**src/rtl/bmp_write_scheduler_pkg.sv**
```systemverilog
// Shared types and constants for the BMP pixel-pair write scheduler.
// Widths are sized for the default 768x512 geometry.
package bmp_write_scheduler_pkg;

    typedef enum logic [1:0] {
        ST_IDLE     = 2'd0,
        ST_ACTIVE   = 2'd1,
        ST_LINE_GAP = 2'd2,
        ST_DONE     = 2'd3
    } sched_state_e;

    localparam int BMP_HEADER_NUMBER = 54;
    localparam int BYTES_PER_PIXEL   = 3;

    localparam int DEF_IMAGE_WIDTH  = 768;
    localparam int DEF_IMAGE_HEIGHT = 512;

    localparam int ADDR_W = $clog2(DEF_IMAGE_WIDTH * DEF_IMAGE_HEIGHT * BYTES_PER_PIXEL);
    localparam int PAIR_W = 19;
    localparam int ROW_W  = $clog2(DEF_IMAGE_HEIGHT);
    localparam int COL_W  = $clog2(DEF_IMAGE_WIDTH / 2);
    localparam int GAP_W  = 16;

    // Byte offset of the even pixel of pair 'col' in buffer row 'row_idx'.
    function automatic logic [ADDR_W-1:0] pixel_addr(
        input logic [ROW_W-1:0]  row_idx,
        input logic [COL_W-1:0]  col,
        input logic [ADDR_W-1:0] width
    );
        logic [ADDR_W-1:0] pix_s;
        pix_s      = ADDR_W'(row_idx) * width + ADDR_W'({col, 1'b0});
        pixel_addr = pix_s * ADDR_W'(BYTES_PER_PIXEL);
    endfunction

endpackage

```
**src/rtl/bmp_write_scheduler_if.sv**
```systemverilog
// Pixel-pair handshake and frame-buffer write bus of the BMP write scheduler.
// The master side is the upstream datapath / file-dump environment.
interface bmp_write_scheduler_if
    import bmp_write_scheduler_pkg::*;
();
    logic              start;
    logic              in_Valid;
    logic              in_Ready;
    logic              horizontal_Pulse;
    logic              wr_En;
    logic [ADDR_W-1:0] wr_Addr;
    logic [PAIR_W-1:0] pair_Counter;
    logic              busy;
    logic              sig_Write_Done;

    modport master (
        output start,
        output in_Valid,
        input  in_Ready,
        input  horizontal_Pulse,
        input  wr_En,
        input  wr_Addr,
        input  pair_Counter,
        input  busy,
        input  sig_Write_Done
    );

    modport slave (
        input  start,
        input  in_Valid,
        output in_Ready,
        output horizontal_Pulse,
        output wr_En,
        output wr_Addr,
        output pair_Counter,
        output busy,
        output sig_Write_Done
    );
endinterface

```
**src/rtl/bmp_write_scheduler_addr_gen.sv**
```systemverilog
// bmp_addr_gen: registered row/col to frame-buffer byte-address generator.
// BMP_ROW_FLIP_EN selects bottom-up (BMP) row order; undefined gives top-down.
module bmp_addr_gen
    import bmp_write_scheduler_pkg::*;
#(
    parameter int IMAGE_WIDTH  = 768,
    parameter int IMAGE_HEIGHT = 512
) (
    input  logic              clk,
    input  logic              reset,
    input  logic              pair_accept,
    input  logic [ROW_W-1:0]  row,
    input  logic [COL_W-1:0]  col,
    output logic              wr_en,
    output logic [ADDR_W-1:0] wr_addr
);
    logic [ROW_W-1:0]  row_idx_s;
    logic [ADDR_W-1:0] addr_s;
    logic              wr_en_r;
    logic [ADDR_W-1:0] wr_addr_r;

`ifdef BMP_ROW_FLIP_EN
    assign row_idx_s = ROW_W'(IMAGE_HEIGHT - 1) - row;
`else
    assign row_idx_s = row;
`endif

    assign addr_s = pixel_addr(row_idx_s, col, ADDR_W'(IMAGE_WIDTH));

    // Write strobe follows the handshake by one cycle; the address holds between writes.
    always_ff @(posedge clk or negedge reset) begin
        if (!reset) begin
            wr_en_r   <= 1'b0;
            wr_addr_r <= {ADDR_W{1'b0}};
        end else if (pair_accept) begin
            wr_en_r   <= 1'b1;
            wr_addr_r <= addr_s;
        end else begin
            wr_en_r   <= 1'b0;
        end
    end

    assign wr_en   = wr_en_r;
    assign wr_addr = wr_addr_r;

endmodule

```
**src/rtl/bmp_write_scheduler.sv**
```systemverilog
// bmp_write_scheduler: accepts pixel pairs row by row, emits frame-buffer writes,
// inserts HBLANK idle cycles between rows and pulses done at frame end (BMP_ROW_FLIP_EN in bmp_addr_gen).
module bmp_write_scheduler
    import bmp_write_scheduler_pkg::*;
#(
    parameter int IMAGE_WIDTH  = 768,
    parameter int IMAGE_HEIGHT = 512,
    parameter int HBLANK       = 4
) (
    input  logic                 clk,
    input  logic                 reset,
    bmp_write_scheduler_if.slave bus
);
    sched_state_e      state_r;
    sched_state_e      next_state_s;
    logic [ROW_W-1:0]  row_r;
    logic [COL_W-1:0]  col_r;
    logic [GAP_W-1:0]  gap_cnt_r;
    logic [PAIR_W-1:0] pair_cnt_r;
    logic              busy_r;
    logic              done_r;
    logic              in_ready_r;
    logic              hpulse_r;
    logic              in_ready_s;
    logic              hpulse_s;
    logic              hs_s;
    logic              last_col_s;
    logic              last_row_s;
    logic              gap_end_s;
    logic              start_ok_s;
    logic              wr_en_s;
    logic [ADDR_W-1:0] wr_addr_s;

    assign hs_s       = bus.in_Valid & in_ready_r;
    assign last_col_s = (col_r == COL_W'(IMAGE_WIDTH / 2 - 1));
    assign last_row_s = (row_r == ROW_W'(IMAGE_HEIGHT - 1));
    assign gap_end_s  = (gap_cnt_r == GAP_W'(HBLANK - 1));
    // done_r marks the cycle right after DONE; a start there belongs to the old frame.
    assign start_ok_s = bus.start & ~done_r;

    // State register.
    always_ff @(posedge clk or negedge reset) begin
        if (!reset) begin
            state_r <= ST_IDLE;
        end else begin
            state_r <= next_state_s;
        end
    end

    // Next-state decode.
    always_comb begin
        next_state_s = state_r;
        case (state_r)
            ST_IDLE: begin
                if (start_ok_s) next_state_s = ST_ACTIVE;
                else            next_state_s = ST_IDLE;
            end
            ST_ACTIVE: begin
                if (hs_s && last_col_s) begin
                    if (last_row_s) next_state_s = ST_DONE;
                    else            next_state_s = ST_LINE_GAP;
                end else begin
                    next_state_s = ST_ACTIVE;
                end
            end
            ST_LINE_GAP: begin
                if (gap_end_s) next_state_s = ST_ACTIVE;
                else           next_state_s = ST_LINE_GAP;
            end
            ST_DONE:  next_state_s = ST_IDLE;
            default:  next_state_s = ST_IDLE;
        endcase
    end

    // Moore outputs decoded from the upcoming state so they can be registered.
    always_comb begin
        in_ready_s = 1'b0;
        hpulse_s   = 1'b0;
        case (next_state_s)
            ST_ACTIVE: begin
                in_ready_s = 1'b1;
                hpulse_s   = 1'b1;
            end
            default: begin
                in_ready_s = 1'b0;
                hpulse_s   = 1'b0;
            end
        endcase
    end

    // Output registers for the Moore outputs.
    always_ff @(posedge clk or negedge reset) begin
        if (!reset) begin
            in_ready_r <= 1'b0;
            hpulse_r   <= 1'b0;
        end else begin
            in_ready_r <= in_ready_s;
            hpulse_r   <= hpulse_s;
        end
    end

    // Row/column/gap/pair counters plus busy and done flags.
    always_ff @(posedge clk or negedge reset) begin
        if (!reset) begin
            row_r      <= {ROW_W{1'b0}};
            col_r      <= {COL_W{1'b0}};
            gap_cnt_r  <= {GAP_W{1'b0}};
            pair_cnt_r <= {PAIR_W{1'b0}};
            busy_r     <= 1'b0;
            done_r     <= 1'b0;
        end else begin
            done_r <= (state_r == ST_DONE);
            case (state_r)
                ST_IDLE: begin
                    if (start_ok_s) begin
                        row_r      <= {ROW_W{1'b0}};
                        col_r      <= {COL_W{1'b0}};
                        pair_cnt_r <= {PAIR_W{1'b0}};
                        busy_r     <= 1'b1;
                    end
                end
                ST_ACTIVE: begin
                    if (hs_s) begin
                        pair_cnt_r <= pair_cnt_r + PAIR_W'(1);
                        if (last_col_s) begin
                            col_r     <= {COL_W{1'b0}};
                            row_r     <= row_r + ROW_W'(1);
                            gap_cnt_r <= {GAP_W{1'b0}};
                        end else begin
                            col_r <= col_r + COL_W'(1);
                        end
                    end
                end
                ST_LINE_GAP: gap_cnt_r <= gap_cnt_r + GAP_W'(1);
                ST_DONE:     busy_r    <= 1'b0;
                default:     busy_r    <= 1'b0;
            endcase
        end
    end

    bmp_addr_gen #(
        .IMAGE_WIDTH  (IMAGE_WIDTH),
        .IMAGE_HEIGHT (IMAGE_HEIGHT)
    ) u_addr_gen (
        .clk         (clk),
        .reset       (reset),
        .pair_accept (hs_s),
        .row         (row_r),
        .col         (col_r),
        .wr_en       (wr_en_s),
        .wr_addr     (wr_addr_s)
    );

    assign bus.in_Ready         = in_ready_r;
    assign bus.horizontal_Pulse = hpulse_r;
    assign bus.wr_En            = wr_en_s;
    assign bus.wr_Addr          = wr_addr_s;
    assign bus.pair_Counter     = pair_cnt_r;
    assign bus.busy             = busy_r;
    assign bus.sig_Write_Done   = done_r;

endmodule

```
**src/flat_wrapper.sv**
```systemverilog
// flat-port wrapper written by rule: the top's interface ports become plain ports
module bmp_write_scheduler_flat import bmp_write_scheduler_pkg::*;
#(
    parameter int IMAGE_WIDTH  = 768,
    parameter int IMAGE_HEIGHT = 512,
    parameter int HBLANK       = 4
)
  (clk, reset, bus_start, bus_in_Valid, bus_in_Ready, bus_horizontal_Pulse, bus_wr_En, bus_wr_Addr, bus_pair_Counter, bus_busy, bus_sig_Write_Done);
  bmp_write_scheduler_if bus_i ();
  input  logic clk;
  input  logic reset;
  input wire logic [$bits(bus_i.start)-1:0] bus_start;
  input wire logic [$bits(bus_i.in_Valid)-1:0] bus_in_Valid;
  output wire logic [$bits(bus_i.in_Ready)-1:0] bus_in_Ready;
  output wire logic [$bits(bus_i.horizontal_Pulse)-1:0] bus_horizontal_Pulse;
  output wire logic [$bits(bus_i.wr_En)-1:0] bus_wr_En;
  output wire logic [$bits(bus_i.wr_Addr)-1:0] bus_wr_Addr;
  output wire logic [$bits(bus_i.pair_Counter)-1:0] bus_pair_Counter;
  output wire logic [$bits(bus_i.busy)-1:0] bus_busy;
  output wire logic [$bits(bus_i.sig_Write_Done)-1:0] bus_sig_Write_Done;
  assign bus_i.start = bus_start;
  assign bus_i.in_Valid = bus_in_Valid;
  assign bus_in_Ready = bus_i.in_Ready;
  assign bus_horizontal_Pulse = bus_i.horizontal_Pulse;
  assign bus_wr_En = bus_i.wr_En;
  assign bus_wr_Addr = bus_i.wr_Addr;
  assign bus_pair_Counter = bus_i.pair_Counter;
  assign bus_busy = bus_i.busy;
  assign bus_sig_Write_Done = bus_i.sig_Write_Done;
  bmp_write_scheduler #(.IMAGE_WIDTH(IMAGE_WIDTH), .IMAGE_HEIGHT(IMAGE_HEIGHT), .HBLANK(HBLANK)) u_core (.clk(clk), .reset(reset), .bus(bus_i));
endmodule
```
**config.mk**
```make
export PLATFORM = sky130hd
export DESIGN_NAME = bmp_write_scheduler_flat
export DESIGN_NICKNAME = d
export VERILOG_FILES = /design/src/rtl/bmp_write_scheduler_pkg.sv /design/src/rtl/bmp_write_scheduler_if.sv /design/src/rtl/bmp_write_scheduler_addr_gen.sv /design/src/rtl/bmp_write_scheduler.sv /design/src/flat_wrapper.sv
export SDC_FILE = /design/constraint.sdc
export NUM_CORES = 1
export LEC_CHECK = 0
export ABC_CLOCK_PERIOD_IN_PS = 5300
export CORE_UTILIZATION = 30
export CTS_CLUSTER_SIZE = 24
export DETAILED_ROUTE_END_ITERATION = 10
export PLACE_DENSITY = 0.54
export SLEW_MARGIN = 20
export SYNTH_ARGS = -nofsm -noshare
export SYNTH_HDL_FRONTEND = slang
export SYNTH_HIERARCHICAL = 1
export SYNTH_SLANG_ARGS = --single-unit
```
**constraint.sdc**
```tcl
create_clock -name clk -period 5.3 [get_ports clk]
set_input_delay 0.53 -clock clk [delete_from_list [all_inputs] [get_ports clk]]
set_output_delay 0.53 -clock clk [all_outputs]
set_load 0.005 [all_outputs]
```
### Yosys cells after proc, flatten, opt, wreduce, memory -nomap -nowiden

Index checks and enable logic that the tools add are counted.
W data, S select, Z words.

* multiply operators: 2
* eq/ne operators: 10
* divide/modulo/power cells: 0
* order comparisons: 0
* reduce and logical (&&, ||, !) cells: 9
* add/subtract/negate cells: 5
* shifts and indexed selects: 0
* mux-type cells: 22
* bitwise logic cells: 3

Operators by type and width (count)
* $mux W9: 5
* $mux W19: 2
* $pmux W19 S2: 1
* $pmux W9 S2: 2
* $mux W16: 2
* $pmux W16 S2: 1
* $mul A20 B2 Y21 const B: 1
* $add A19 B10 Y20: 1
* $add A19 B1 Y19 const B: 1
* $add A9 B1 Y9 const B: 2
* $eq A9 B9 Y1 const B: 2
* $add A16 B1 Y16 const B: 1
* $eq A16 B2 Y1 const B: 1
* $mul A9 B2 Y11 const B: 1
* $pmux W2 S4: 1
* $ne A2 B1 Y1 const B: 3
* $reduce_and A3 Y1: 2
* $reduce_bool A2 Y1: 3
* $mux W1: 5
* $eq A2 B1 Y1 const B: 2
* $eq A2 B2 Y1 const B: 2
* $mux W2: 2
* $reduce_and A4 Y1: 1
* $and A1 B1 Y1: 2
* 5 further kinds: 5

* flip-flop bits (word level): 80
* bits in writable memories: 0
* bits in read-only memories: 0
* memories: 0
* latch bits: 0
* output and inout bits: 45
* input port bits: 4

### Logic depth before layout (Yosys ltp)

* word-level depth: 6
* gate-level depth with buffers: 17

### Modules after synthesis

The synthesis kept the hierarchy.

By module, submodules not included
* bmp_write_scheduler: cells each 307, times used 1, area an instance 3026.7 µm²
* bmp_addr_gen: cells each 264, times used 1, area an instance 2301.0 µm²

### Worst setup path before layout

OpenSTA, ideal clock, no wires.

* path type: flip-flop to flip-flop
* start: reg u_core.row_r[0]
* end: reg u_core.u_addr_gen.wr_addr_r[20], in the netlist u_core/u_addr_gen/wr_addr[20]
* cell stages (with the launch flop): 16
* arrival: 3.648 ns
* clock period less this slack: 3.786 ns
* required time: 5.162 ns
* path slack: 1.514 ns
* path through: dfrtp_1 -> ha_1 -> inv_1 -> fa_1 -> or3_1 -> a211oi_2 -> o2111ai_1 -> or2_1 -> xor2_1 -> ha_1 -> a21oi_1 -> o21ai_0 -> a2111oi_0 -> nor2_1 -> xnor2_1 -> a21oi_1

* word-level cells in the longest chain between the ends: 3

RTL lines
* from (decl): line bmp_write_scheduler.sv:16 `logic [ROW_W-1:0] row_r;`
* from (signal assigned): line bmp_write_scheduler.sv:105 `row_r <= {ROW_W{1'b0}};`
* from (signal assigned): line bmp_write_scheduler.sv:116 `row_r <= {ROW_W{1'b0}};`
* from (signal assigned): line bmp_write_scheduler.sv:127 `row_r <= row_r + ROW_W'(1);`
* $mul A9 B2 Y11: line bmp_write_scheduler_pkg.sv:31 `pix_s = ADDR_W'(row_idx) * width + ADDR_W'({col, 1'b0});`
* $add A19 B10 Y20: line bmp_write_scheduler_pkg.sv:31
* $mul A20 B2 Y21: line bmp_write_scheduler_pkg.sv:32 `pixel_addr = pix_s * ADDR_W'(BYTES_PER_PIXEL);`
* to (signal assigned): line bmp_write_scheduler_addr_gen.sv:34 `wr_addr_r <= {ADDR_W{1'b0}};`
* to (signal assigned): line bmp_write_scheduler_addr_gen.sv:37 `wr_addr_r <= addr_s;`
* to (decl): line bmp_write_scheduler_addr_gen.sv:20 `logic [ADDR_W-1:0] wr_addr_r;`

Every way passes these cells.
A chain may end at the register's enable or synchronous reset.

### Final worst setup path

Same ends and word-level chain as after synthesis.

==> flow_metrics.env <==
export IMPL_overflow=0
export IMPL_hold_buffers=0
export IMPL_ir_worst_vdd_v=0.000219
export IMPL_cap_violations=0
export IMPL_postCtsSetupRepairBufs=0
export IMPL_power_w=0.00205
export IMPL_p_sw_w=0.000677
export IMPL_hpwl_um=8210
export IMPL_finalCritPeriodShare_pct=78.4
export IMPL_root_buffer="clkbuf_16"
export IMPL_fin_crit_ns=4.15
export IMPL_path_cells="ha_1, inv_1, fa_1, or3_1, a211oi_2, o2111ai_1, or2_1, xor2_1, ha_1, a21oi_1, o21ai_0, a2111oi_0, nor2_1, xnor2_1, a21oi_1"
export IMPL_tightest_slew_ns=0.832
export IMPL_clk_pin_slew_ns=0.06
export IMPL_finalMaxSlewViolations=0
export IMPL_max_slew_margin_pct=44.5
export IMPL_clock_sinks=79
export IMPL_yosysWarnings=6
export IMPL_rsz0062_at_grt="no"
export IMPL_synth_edf_count=0
export IMPL_wire_per_inst_um=13.5
export IMPL_die_area_mm2=0.0183
export IMPL_hp_class="primary input to async pin"
export IMPL_status="completed"
export IMPL_grt_pass1_vias=4184
export IMPL_vias=4290
export IMPL_start_kind="flop"
export IMPL_syn_area_per_cell_um2=9.33
export IMPL_worstSetupPathType="flop to flop"
export IMPL_place_gp_congestion=0.858
export IMPL_ys_top_cells_by_count="dfrtp_1 (79), nor2_1 (55), nand2_1 (43), ha_1 (35), xnor2_1 (32)"
export IMPL_worst_path_max_fanout=6
export IMPL_drc=0
export IMPL_power_density_mw_per_mm2=325
export IMPL_synth_seq_area_share_pct=37.1
export IMPL_worstSetupEndpointType="flop"
export IMPL_placed_cell_area_mm2=0.00601
export IMPL_initial_core_util_pct=30.8
export IMPL_post_route_cell_area_mm2=0.00630
export IMPL_synth_cell_types=70
export IMPL_grt_util_all_layers_pct=13.6
export IMPL_setup_viol=0
export IMPL_wirelength_um=11400
export IMPL_path_buf_inv=1
export IMPL_synth_fp_nets=613
export IMPL_synth_top_area_share_pct=37.1
export IMPL_max_freq_mhz=241
export IMPL_yosys_area_top_type="dfrtp_1"
export IMPL_hold_viol_final=0
export IMPL_power_frac_comb_pct=33.2
export IMPL_cts_resized=0
export IMPL_cpMaxStageDelayCell="fa_1"
export IMPL_numCtsBuffers=9
export IMPL_cts_buffer_depth=2
export IMPL_htreeDepth=3
export IMPL_p_leak_nw=2.76
export IMPL_synth_seq_cells=79
export IMPL_synthArstFlopShare_pct=100
export IMPL_drive_gt1_share_pct=8.89
export IMPL_die_h_um=135
export IMPL_clk_latency_ns=0.34
export IMPL_syn_inst=571
export IMPL_ant_nets=0
export IMPL_rows=48
export IMPL_synth_cell_area_mm2=0.00533
export IMPL_nNetsFinal=656
export IMPL_setup_tns_ns=0
export IMPL_die_w_um=135
export IMPL_internal_power_w=0.00137
export IMPL_drt_initial_drc_count=179
export IMPL_finClkSkew_ns=0.00609
export IMPL_dr_pass1_iters=4
export IMPL_antenna_found_initial=0
export IMPL_diodes=0
export IMPL_cp_top_family="compound AO/OA/AOI/OAI gates"
export IMPL_synth_most_common_cell="dfrtp_1"
export IMPL_arrival_ns=4.34
export IMPL_crit_required_ns=5.48
export IMPL_synth_area_leaders="dfrtp_1 (37%), ha_1 (8.2%), xnor2_1 (5.3%)"
export IMPL_io_pins=49
export IMPL_cp_slowest_stage_delay_ns=0.46
export IMPL_seq_power_share_pct=37.9
export IMPL_synth_flop_cell="dfrtp_1"
export IMPL_syn_to_final_growth_pct=18.2
export IMPL_port_buffers=47
export IMPL_grt_pass1_wl_um=20100
export IMPL_power_frac_clock_pct=28.9
export IMPL_grt_max_degree=80
export IMPL_coreArea_mm2=0.0173
export IMPL_routed_via_density=5.08
export IMPL_switching_share_pct=33.1
export IMPL_cts_tree="built"
-- flip-flops by register name, indices dropped and copies added, names as in the netlist --
| name | cells |
|---|---|
| u_core/gap_cnt_r | 16 |
| u_core/state_r | 2 |
| u_core/bus.sig_Write_Done | 1 |
| u_core/col_r | 9 |
| u_core/u_addr_gen/wr_en | 1 |
| u_core/row_r | 9 |
| u_core/u_addr_gen/wr_addr | 20 |
| u_core/bus.busy | 1 |
| u_core/bus.pair_Counter | 19 |
| u_core/bus.horizontal_Pulse | 1 |
-- final timing paths --
path,cells after the start,start,slack (ns),to
min reg2reg,2,u_core/u_addr_gen/wr_addr[15]$_DFFE_PN0P_,0.49,u_core/u_addr_gen/wr_addr[15]$_DFFE_PN0P_
max in group asynchronous,1,reset,4.57,u_core/row_r[7]$_DFFE_PN0P_
max reg2reg,15,u_core/row_r[0]$_DFFE_PN0P_,1.15,u_core/u_addr_gen/wr_addr[20]$_DFFE_PN0P_
min in group clk,2,u_core/u_addr_gen/wr_addr[15]$_DFFE_PN0P_,0.49,u_core/u_addr_gen/wr_addr[15]$_DFFE_PN0P_
max,15,u_core/row_r[0]$_DFFE_PN0P_,1.15,u_core/u_addr_gen/wr_addr[20]$_DFFE_PN0P_
min,1,reset,0.22,u_core/u_addr_gen/wr_addr[12]$_DFFE_PN0P_
-- metrics by stage --
stage	setup slack [ns]	util (%)	hold WS (ns)	std cells
6_report	1.15	36.4	0.221	844
5_1_grt	0.719	36.4	0.292	844
4_1_cts	1.16	36.4	0.411	844
3_5_place_dp	1.19	34.8	0.485	828
3_3_place_gp	1.28	34.8	0.469	828
2_1_floorplan	1.51	-	0.234	571
-- power by group through the flow --
stage	registers (W)	clock network, W	logic (W)
global placement	0.000783	0	0.000678
global route	0.000794	0.000643	0.000780
CTS	0.000778	0.000621	0.000691
detailed placement	0.000789	0	0.000685
finish	0.000776	0.000592	0.000681
floorplan	0.000772	0	0.000462
-- layer usage --
metal,wire [um],up-vias,track usage [%]
met1,5560,2011,17.8
met5,0,-,0
met4,176,0,3.93
met2,5260,92,22.3
li1,-,2169,-
met3,425,18,2.96
-- final cells by class --
| class | instances | area (um^2) |
|---|---|---|
| flip-flops and latches | 79 | 1980 |
| multi-input cells | 450 | 3180 |
| fillers | 1741 | 11000 |
| inverters | 26 | 97.6 |
| clock inverters | 6 | 43.8 |
| repair buffers | 48 | 479 |
| clock buffers | 10 | 239 |
| well taps | 225 | 282 |
-- logic make-up after synthesis --
| kind of cell | count (synthesis) | share of synthesized area, % |
|---|---|---|
| DFF | 79 | 37.1 |
| muxes | 17 | 3.55 |
| other | 1 | 0.0704 |
| xor gates and xnor gates | 54 | 8.88 |
| buffers and inverters | 42 | 3.38 |
| adders and majority gates | 38 | 9.35 |
| and+or+nand+nor | 213 | 21.5 |
| AOI/OAI and AO/OA | 127 | 16.2 |
-- placed cells by master (no fill, tap or decap), drive strengths merged, types with 3 or more instances in the layout --
| master | Yosys | final |
|---|---|---|
| fa | 3 | 3 |
| nand2 | 43 | 43 |
| nand3 | 21 | 21 |
| a211oi | 8 | 8 |
| nor4 | 11 | 11 |
| nor3 | 12 | 12 |
| dfrtp | 79 | 79 |
| and3 | 6 | 6 |
| or4 | 7 | 7 |
| and4b | 4 | 4 |
| xor2 | 22 | 22 |
| ha | 35 | 35 |
| o2111ai | 5 | 5 |
| a31o | 3 | 3 |
| nor4b | 3 | 3 |
| nor2b | 6 | 6 |
| inv | 26 | 28 |
| and4 | 5 | 5 |
| mux2 | 15 | 15 |
| or3 | 6 | 6 |
| clkbuf | 7 | 10 |
| o211ai | 7 | 7 |
| or2 | 3 | 3 |
| nor2 | 56 | 56 |
| a21o | 7 | 7 |
| and2 | 4 | 4 |
| a21oi | 33 | 33 |
| nand2b | 5 | 5 |
| nand4 | 15 | 15 |
| xnor2 | 32 | 32 |
| clkdlybuf4s50 | 0 | 46 |
| o21ai | 23 | 23 |
| a31oi | 9 | 9 |
| o31ai | 9 | 9 |
| o21a | 7 | 7 |
| clkinv | 0 | 3 |
No activity file was read; power rests on OpenSTA's default activity.
